==> src/rtl/string_driver_pkg.sv <==
// Shared timing helpers, state encoding and WS2812B defaults
// for the single- and multi-lane string drivers.
package string_driver_pkg;

  typedef enum logic [1:0] {
    IDLE  = 2'd0,
    SEND  = 2'd1,
    RESET = 2'd2
  } state_e;

  localparam int WS_CLK_PERIOD_NS = 100;
  localparam int WS_T0H_NS        = 400;
  localparam int WS_T1H_NS        = 800;
  localparam int WS_TBIT_NS       = 1250;
  localparam int WS_RESET_NS      = 50000;

  function automatic int get_count(input int ns, input int clk_ns);
    return (ns + clk_ns - 1) / clk_ns;
  endfunction

  function automatic int clog2(input int v);
    int r;
    r = 0;
    while ((1 << r) < v) r++;
    return r;
  endfunction

endpackage

==> src/rtl/string_driver_multi_encoder.sv <==
// One lane of the string driver: turns the current bit and the
// shared tick into a registered WS2812B high/low level.
module ws_lane_encoder
  import string_driver_pkg::*;
#(
  parameter int PIXEL_BITS = 24,
  parameter int BW         = 5,
  parameter int TW         = 9,
  parameter int T0HC       = 4,
  parameter int T1HC       = 8
) (
  input  logic                  clk,
  input  logic                  rst,
  input  logic [PIXEL_BITS-1:0] shift_i,
  input  logic [BW-1:0]         bit_idx_i,
  input  logic [TW-1:0]         tick_i,
  input  logic                  mask_i,
  output logic                  sdo_o
);

  logic          cur_bit;
  logic [TW-1:0] high_len;
  logic          sdo_d;
  logic          sdo_q;

  always_comb begin
    cur_bit  = shift_i[bit_idx_i];
    high_len = cur_bit ? TW'(T1HC) : TW'(T0HC);
    sdo_d    = mask_i && (tick_i < high_len);
  end

  always_ff @(posedge clk or posedge rst) begin
    if (rst) sdo_q <= 1'b0;
    else     sdo_q <= sdo_d;
  end

  assign sdo_o = sdo_q;

endmodule

==> src/rtl/string_driver_multi.sv <==
// Multi-lane WS2812B string driver: shared bit timer, one-entry
// holding register and IDLE/SEND/RESET sequencer.
module string_driver_multi
  import string_driver_pkg::*;
#(
  parameter int CLK_PERIOD_NS = WS_CLK_PERIOD_NS,
  parameter int NUM_LANES     = 4,
  parameter int PIXEL_BITS    = 24,
  parameter int T0H_NS        = WS_T0H_NS,
  parameter int T1H_NS        = WS_T1H_NS,
  parameter int TBIT_NS       = WS_TBIT_NS,
  parameter int RESET_NS      = WS_RESET_NS
) (
  input  logic                            clk,
  input  logic                            rst,
  input  logic [NUM_LANES*PIXEL_BITS-1:0] pixel_data,
  input  logic [NUM_LANES-1:0]            pixel_mask,
  input  logic                            pixel_last,
  input  logic                            pixel_valid,
  output logic                            pixel_ready,
  output logic                            busy,
  output logic [NUM_LANES-1:0]            sdo
);

  localparam int T0HC   = get_count(T0H_NS, CLK_PERIOD_NS);
  localparam int T1HC   = get_count(T1H_NS, CLK_PERIOD_NS);
  localparam int TBITC  = get_count(TBIT_NS, CLK_PERIOD_NS);
  localparam int RESETC = get_count(RESET_NS, CLK_PERIOD_NS);
  localparam int TMAX   = (TBITC > RESETC) ? TBITC : RESETC;
  localparam int TW     = (clog2(TMAX) < 1) ? 1 : clog2(TMAX);
  localparam int BW     = (clog2(PIXEL_BITS) < 1) ? 1 : clog2(PIXEL_BITS);
  localparam int LW     = NUM_LANES * PIXEL_BITS;

  if (!(T0HC > 0 && T0HC < T1HC && T1HC < TBITC)) begin : g_bad_timing
    $error("string_driver_multi: need 0 < T0H < T1H < TBIT in cycles");
  end

  state_e         state_q, state_d;
  logic [TW-1:0]  tick_q, tick_d;
  logic [BW-1:0]  idx_q, idx_d;
  logic [LW-1:0]  shift_q, shift_d;
  logic [NUM_LANES-1:0] mask_q, mask_d;
  logic           last_q, last_d;
  logic [LW-1:0]  hold_data_q;
  logic [NUM_LANES-1:0] hold_mask_q;
  logic           hold_last_q;
  logic           hold_valid_q, hold_valid_d;
  logic           ready_q, ready_d;
  logic           accept;
  logic           unload;
  logic [NUM_LANES-1:0] lane_en;

  assign accept = pixel_valid && ready_q;

  always_comb begin
    state_d = state_q;
    tick_d  = tick_q;
    idx_d   = idx_q;
    shift_d = shift_q;
    mask_d  = mask_q;
    last_d  = last_q;
    unload  = 1'b0;
    unique case (state_q)
      IDLE: begin
        if (hold_valid_q) begin
          state_d = SEND;
          unload  = 1'b1;
        end
      end
      SEND: begin
        if (tick_q == TW'(TBITC - 1)) begin
          tick_d = '0;
          if (idx_q != '0) idx_d = idx_q - 1'b1;
          else if (last_q) state_d = RESET;
          else if (hold_valid_q) unload = 1'b1;
          else state_d = IDLE;
        end else begin
          tick_d = tick_q + 1'b1;
        end
      end
      RESET: begin
        if (tick_q == TW'(RESETC - 1)) begin
          tick_d = '0;
          if (hold_valid_q) begin
            state_d = SEND;
            unload  = 1'b1;
          end else begin
            state_d = IDLE;
          end
        end else begin
          tick_d = tick_q + 1'b1;
        end
      end
      default: state_d = IDLE;
    endcase
    if (unload) begin
      shift_d = hold_data_q;
      mask_d  = hold_mask_q;
      last_d  = hold_last_q;
      tick_d  = '0;
      idx_d   = BW'(PIXEL_BITS - 1);
    end
  end

  // ready stays low on the unload edge so it can never coincide with accept
  always_comb begin
    hold_valid_d = hold_valid_q;
    if (accept)      hold_valid_d = 1'b1;
    else if (unload) hold_valid_d = 1'b0;
    ready_d = !hold_valid_d && !unload;
  end

  always_ff @(posedge clk or posedge rst) begin
    if (rst) begin
      state_q      <= IDLE;
      tick_q       <= '0;
      idx_q        <= '0;
      shift_q      <= '0;
      mask_q       <= '0;
      last_q       <= 1'b0;
      hold_data_q  <= '0;
      hold_mask_q  <= '0;
      hold_last_q  <= 1'b0;
      hold_valid_q <= 1'b0;
      ready_q      <= 1'b0;
    end else begin
      state_q      <= state_d;
      tick_q       <= tick_d;
      idx_q        <= idx_d;
      shift_q      <= shift_d;
      mask_q       <= mask_d;
      last_q       <= last_d;
      hold_valid_q <= hold_valid_d;
      ready_q      <= ready_d;
      if (accept) begin
        hold_data_q <= pixel_data;
        hold_mask_q <= pixel_mask;
        hold_last_q <= pixel_last;
      end
    end
  end

  assign lane_en     = mask_q & {NUM_LANES{state_q == SEND}};
  assign busy        = (state_q != IDLE);
  assign pixel_ready = ready_q;

  for (genvar i = 0; i < NUM_LANES; i++) begin : g_lane
    ws_lane_encoder #(
      .PIXEL_BITS (PIXEL_BITS),
      .BW         (BW),
      .TW         (TW),
      .T0HC       (T0HC),
      .T1HC       (T1HC)
    ) u_enc (
      .clk       (clk),
      .rst       (rst),
      .shift_i   (shift_q[i*PIXEL_BITS +: PIXEL_BITS]),
      .bit_idx_i (idx_q),
      .tick_i    (tick_q),
      .mask_i    (lane_en[i]),
      .sdo_o     (sdo[i])
    );
  end

endmodule

==> config.mk <==
export PLATFORM = sky130hd
export DESIGN_NAME = string_driver_multi
export DESIGN_NICKNAME = d
export VERILOG_FILES = /design/src/rtl/string_driver_pkg.sv /design/src/rtl/string_driver_multi_encoder.sv /design/src/rtl/string_driver_multi.sv
export SDC_FILE = /design/constraint.sdc
export NUM_CORES = 1
export LEC_CHECK = 0
export CAP_MARGIN = 20
export CORE_ASPECT_RATIO = 0.9
export CORE_MARGIN = 2
export CORE_UTILIZATION = 51
export CTS_CLUSTER_DIAMETER = 80
export DETAILED_ROUTE_END_ITERATION = 10
export PLACE_DENSITY = 0.76
export SYNTH_ARGS = -nofsm -noshare
export SYNTH_HDL_FRONTEND = slang
export SYNTH_HIERARCHICAL = 1
export SYNTH_SLANG_ARGS = --single-unit
==> constraint.sdc <==
create_clock -name clk -period 7 [get_ports clk]
set_clock_uncertainty 0.05 [all_clocks]
set_input_delay 1.05 -clock clk [delete_from_list [all_inputs] [get_ports clk]]
set_output_delay 1.05 -clock clk [all_outputs]
set_load 0.02 [all_outputs]
==> Yosys cells after proc, flatten, opt, wreduce, memory -nomap -nowiden <==
Cells that the tools add are included.
W data, S select, Z words.
{ "totals": {"out_inout_bits": 6, "reg_bits": 224, "wordCells": 85, "ramBits": 0, "n_memories": 0, "inputBits": 104, "latchBits": 0, "romBits": 0} }
{ "op_classes": {"mul": 0, "mux": 36, "div": 0, "add_sub_neg": 2, "n_eq_ne": 9, "reduce_logical": 17, "magnitude_cmp": 5, "shifts": 0, "bitwise": 1} }
{ "ops": {"columns": ["cell", "count"], "rows": [
  ["$lt A9 B9 Y1", 4],
  ["$mux W9", 3],
  ["$bmux W1 S5", 4],
  ["$mux W5", 4],
  ["$pmux W9 S2", 1],
  ["$mux W4", 4],
  ["$mux W1", 12],
  ["$mux W2", 6],
  ["$add A9 B1 Y9 const B", 1],
  ["$eq A9 B4 Y1 const B", 1],
  ["$eq A9 B9 Y1 const B", 1],
  ["$ne A2 B2 Y1 const B", 4],
  ["$reduce_bool A2 Y1", 4],
  ["$logic_and A1 B1 Y1", 6],
  ["$lt A5 B6 Y1 const B", 1],
  ["$pmux W2 S3", 1],
  ["$reduce_and A5 Y1", 1],
  ["$reduce_bool A5 Y1", 1],
  ["$sub A5 B1 Y5 const B", 1],
  ["$and A4 B4 Y4", 1],
  ["$ne A3 B3 Y1 const B", 1],
  ["$pmux W1 S3", 1],
  ["$reduce_and A3 Y1", 1],
  ["$reduce_bool A3 Y1", 1],
  ["4 further kinds", 5]
]} }

==> Depth between registers and ports, before layout <==
{ "logic_depth": {"word_depth": 9, "mapped_depth": 9, "depth_no_buf": 8} }

==> Modules after synthesis <==
Netlist, hierarchy kept.
{ "by_module_without_submodules": {"columns": ["mod", "n_inst", "seq_area_each_um2", "area_per_inst_um2", "cells_per_inst"], "rows": [
  ["string_driver_multi", 1, 5505.3, 8557.0, 547],
  ["ws_lane_encoder", 4, 25.0, 316.6, 33]
]} }

==> Least setup slack after synthesis <==
No wires, ideal clock.
{ "synth_timing": {"path_type": "input-to-reg", "from": "input pixel_valid", "to": "register hold_data_q[0]", "setup_ns": 0.125, "slack_ns": 4.733, "arrival_ns": 2.092, "t_required_ns": 6.825, "path_buffers": 2, "cell_stages": 4, "cell_sequence": "nand2_1 > clkbuf_1 > clkbuf_1 > mux2_2"} }
{ "synth_via": {"elab_chain_cells": 1} }
{ "synth_rtl": {"columns": ["item", "line_no", "source"], "rows": [
  ["from (decl)", "string_driver_multi.sv:19", "input logic pixel_valid,"],
  ["$logic_and A1 B1 Y1", "string_driver_multi.sv:53", "assign accept = pixel_valid && ready_q;"],
  ["to (signal assigned)", "string_driver_multi.sv:136", "hold_data_q <= pixel_data;"],
  ["to (decl)", "string_driver_multi.sv:44", "logic [LW-1:0] hold_data_q;"]
]} }
Every way passes these cells.
A chain may end at the register's enable or synchronous reset.

==> Worst setup path after layout <==
{ "layout_timing": {"from": "register idx_q[0]", "to": "register shift_q[66]"} }
{ "layout_via": {"elab_chain_cells": 4} }
{ "layout_rtl": {"columns": ["item", "line_no", "source"], "rows": [
  ["from (decl)", "string_driver_multi.sv:40", "logic [BW-1:0] idx_q, idx_d;"],
  ["from (signal assigned)", "string_driver_multi.sv:129", "idx_q <= idx_d;"],
  ["$reduce_bool A5 Y1", "string_driver_multi.sv:73", "if (idx_q != '0) idx_d = idx_q - 1'b1;"],
  ["$mux W1", "string_driver_multi.sv:73", null],
  ["$mux W1", "string_driver_multi.sv:71", "if (tick_q == TW'(TBITC - 1)) begin"],
  ["$pmux W1 S3", "string_driver_multi.sv:63", "unique case (state_q)"],
  ["to (signal assigned)", "string_driver_multi.sv:130", "shift_q <= shift_d;"],
  ["to (decl)", "string_driver_multi.sv:41", "logic [LW-1:0] shift_q, shift_d;"]
]} }
Every way passes these cells.

==> impl_metrics.json <==
{
  "status": "finished, final reports clean",
  "leakagePower_uw": 0.00531,
  "yosys-top-cells-count": "dfrtp_1, mux2_2, mux2_1, mux2i_1, inv_1",
  "finalMaxSlewViolations": 0,
  "rsz0062_at_grt": "false",
  "power.total_uw": 4590,
  "startpoint": "idx_q[0]",
  "crit_family": "flip-flops",
  "synth_nets": 791,
  "start_util_pct": 51.6,
  "ioPinCount": 110,
  "drv_cap": 0,
  "antenna_found_initial": 0,
  "cts_max_level": 1,
  "num_rows": 48,
  "cp_max_fo": 63,
  "arrival_ns": 3.74,
  "avgSynthCellArea_um2": 14.5,
  "clock_path_buffers": 3,
  "setup_viol": 0,
  "dp_hpwl_um": 12100,
  "synth.distinct_cells": 52,
  "numCtsBuffers": 23,
  "maxSlewHeadroom_pct": 37.2,
  "ys_ff_latch": 224,
  "die-area_um2": 20400,
  "slowest_stage": "dfrtp_2",
  "hp-class": "reg -> reg",
  "r2r_start": "idx_q[0]",
  "cts.clk_slew.worst_paths_ns": 0.06,
  "timing.final.crit_share_pct": 48.8,
  "yosysWarnings": 6,
  "dpl.cell_count": 1007,
  "synthCells": 679,
  "crit_type": "reg -> reg",
  "instances_no_fill": 1050,
  "drt_wl_total_um": 18800,
  "synthFlopType": "dfrtp_1",
  "route.detailed.wl_per_inst_um": 17.9,
  "track_usage_pct": 19.0,
  "grt-ovfl-total": 0,
  "clock-sinks": 224,
  "hold_buffers": 0,
  "drtPass1Iterations": 4,
  "synth_most_common_cell": "dfrtp_1",
  "worstSkewPairLatency_ns": 0.51,
  "timing.fmax_mhz": 293,
  "synth_edf_count": 0,
  "finalSetupTns_ns": 0,
  "grt_pass1_wl_um": 31200,
  "die_h_um": 136,
  "nets": 895,
  "synth_top_area_share_pct": 57.1,
  "drive_gt1_share_pct": 31.8,
  "grt_pass1_vias": 6187,
  "cp-start-kind": "flop",
  "power.density_nw_per_um2": 386,
  "period_needed_ns": 3.42,
  "layout_setup_ws_ns": 3.58,
  "netlist.top_cell.by_area": "dfrtp_1",
  "cts_resized": 0,
  "path_cells": "inv_1, ha_1, nor4b_2, and4b_1, a32oi_4, buf_4, mux2_2",
  "utilization_pct": 62.4,
  "syn2layout_area_growth_pct": 21.0,
  "hold_viol": 0,
  "synth_area_leaders": "dfrtp_1, mux2_2, mux2_1",
  "diodes": 0,
  "drc": 0,
  "worst_pin_slew_ns": 0.941,
  "ir_drop_mv": 0.210,
  "timing.critical_path.buf_inv": 2,
  "gp_congestion": 0.826,
  "via_count": 5852,
  "drt-vias-per-instance": 5.57,
  "cp_slowest_stage_delay_ns": 0.99,
  "synthArstFlopShare_pct": 100,
  "die_w_um": 150,
  "cts_tree": "done",
  "first_iter_violations": 235,
  "seq_area_frac_synth_pct": 57.1,
  "n_fill_cell": 1408,
  "cts_setup_buffers": 0,
  "mappedNetlistArea_um2": 9820,
  "postRouteAntennaNets": 0,
  "crit_required_ns": 7.33,
  "clock-root-buffer": "clkbuf_16",
  "core_region_area_um2": 19000,
  "end_kind": "flop",
  "io_buffers": 109,
  "min_from": "mask_q[0]",
  "place_ws_ns": 3.56,
  "grt_start_max_net_pins": 118
}
## cells by family after synthesis
group | count (synthesis) | synth area share, %
buffers and inverters | 57 | 2.94
muxes | 238 | 28.4
xor gates and xnor gates | 2 | 0.178
adders and majority gates | 8 | 1.02
and+or+nand+nor | 96 | 5.96
DFF | 224 | 57.1
AOI/OAI and AO/OA | 54 | 4.48
## worst register-to-register path, delay by kind of cell (launching register included)
kind                       cells  cell delay, ns
AOI/OAI and AO/OA              1            0.19
and+or+nand+nor                2            0.45
muxes                          1            0.50
DFF                            1            0.99
buffers and inverters          2            0.86
adders and majority gates      1            0.25
## flip-flops by register name (all words and copies together) (netlist names)
register / flops
idx_q: 5
g_lane.u_enc/sdo_o: 4
hold_last_q: 1
state_q: 2
hold_valid_q: 1
shift_q: 96
pixel_ready: 1
hold_mask_q: 4
mask_q: 4
tick_q: 9
hold_data_q: 96
last_q: 1
## layer usage
layer | wire, um | vias to the layer above | share of wire, % | track usage [%]
met4 | 426 | 0 | 2.3 | 4.72
met5 | 0 | - | 0 | 0
li1 | - | 2688 | - | -
met1 | 8340 | 3000 | 44 | 25.9
met2 | 9120 | 131 | 48 | 31.6
met3 | 945 | 33 | 5.0 | 3.64
## through the flow
stage          area (um^2)  hold WS, ns
6_report             11900        0.432
3_5_place_dp         11100        0.418
4_1_cts              11900        0.438
2_1_floorplan         9830        0.402
5_1_grt              11900        0.450
3_3_place_gp         11100        0.411
## path summary, 6_finish.rpt
path	endpoint	slack (ns)	cells after the start
max in group asynchronous	idx_q[2]	4.28	3
setup / recovery	shift_q[66]	3.58	7
min in group asynchronous	g_lane[0].u_enc/sdo_o	0.92	2
setup reg to reg	shift_q[66]	3.58	7
hold reg to reg	mask_q[0]	0.43	1
hold / removal	mask_q[0]	0.43	1
## where the power goes
| group | total (uW) | internal, uW | leakage (uW) | switching, uW |
|---|---|---|---|---|
| Clock | 1230 | 751 | 0.000396 | 484 |
| Sequential | 2180 | 1770 | 0.00277 | 413 |
| Combinational | 1170 | 719 | 0.00215 | 454 |
## layout make-up
type | instances | area (um^2) | area share, %
timing repair buffer | 116 | 1150 | 9.71
sequential | 224 | 5610 | 47.2
clock buffer | 32 | 679 | 5.72
tap | 250 | 313 | 2.63
inverter | 20 | 78.8 | 0.663
clock inverter | 10 | 104 | 0.874
multi-input combinational | 398 | 3950 | 33.2
## layout by cell type, fill, tap and decap left out, drive strengths merged, types with 10 or more instances in the layout
cell type,Yosys,routed
clkbuf,13,32
mux4,12,12
mux2,202,202
nor2b,11,11
clkdlybuf4s50,0,109
nand3,19,19
inv,20,20
nand2,17,17
mux2i,24,24
o21ai,10,10
dfrtp,224,224
(Power assumes the default switching activity.)
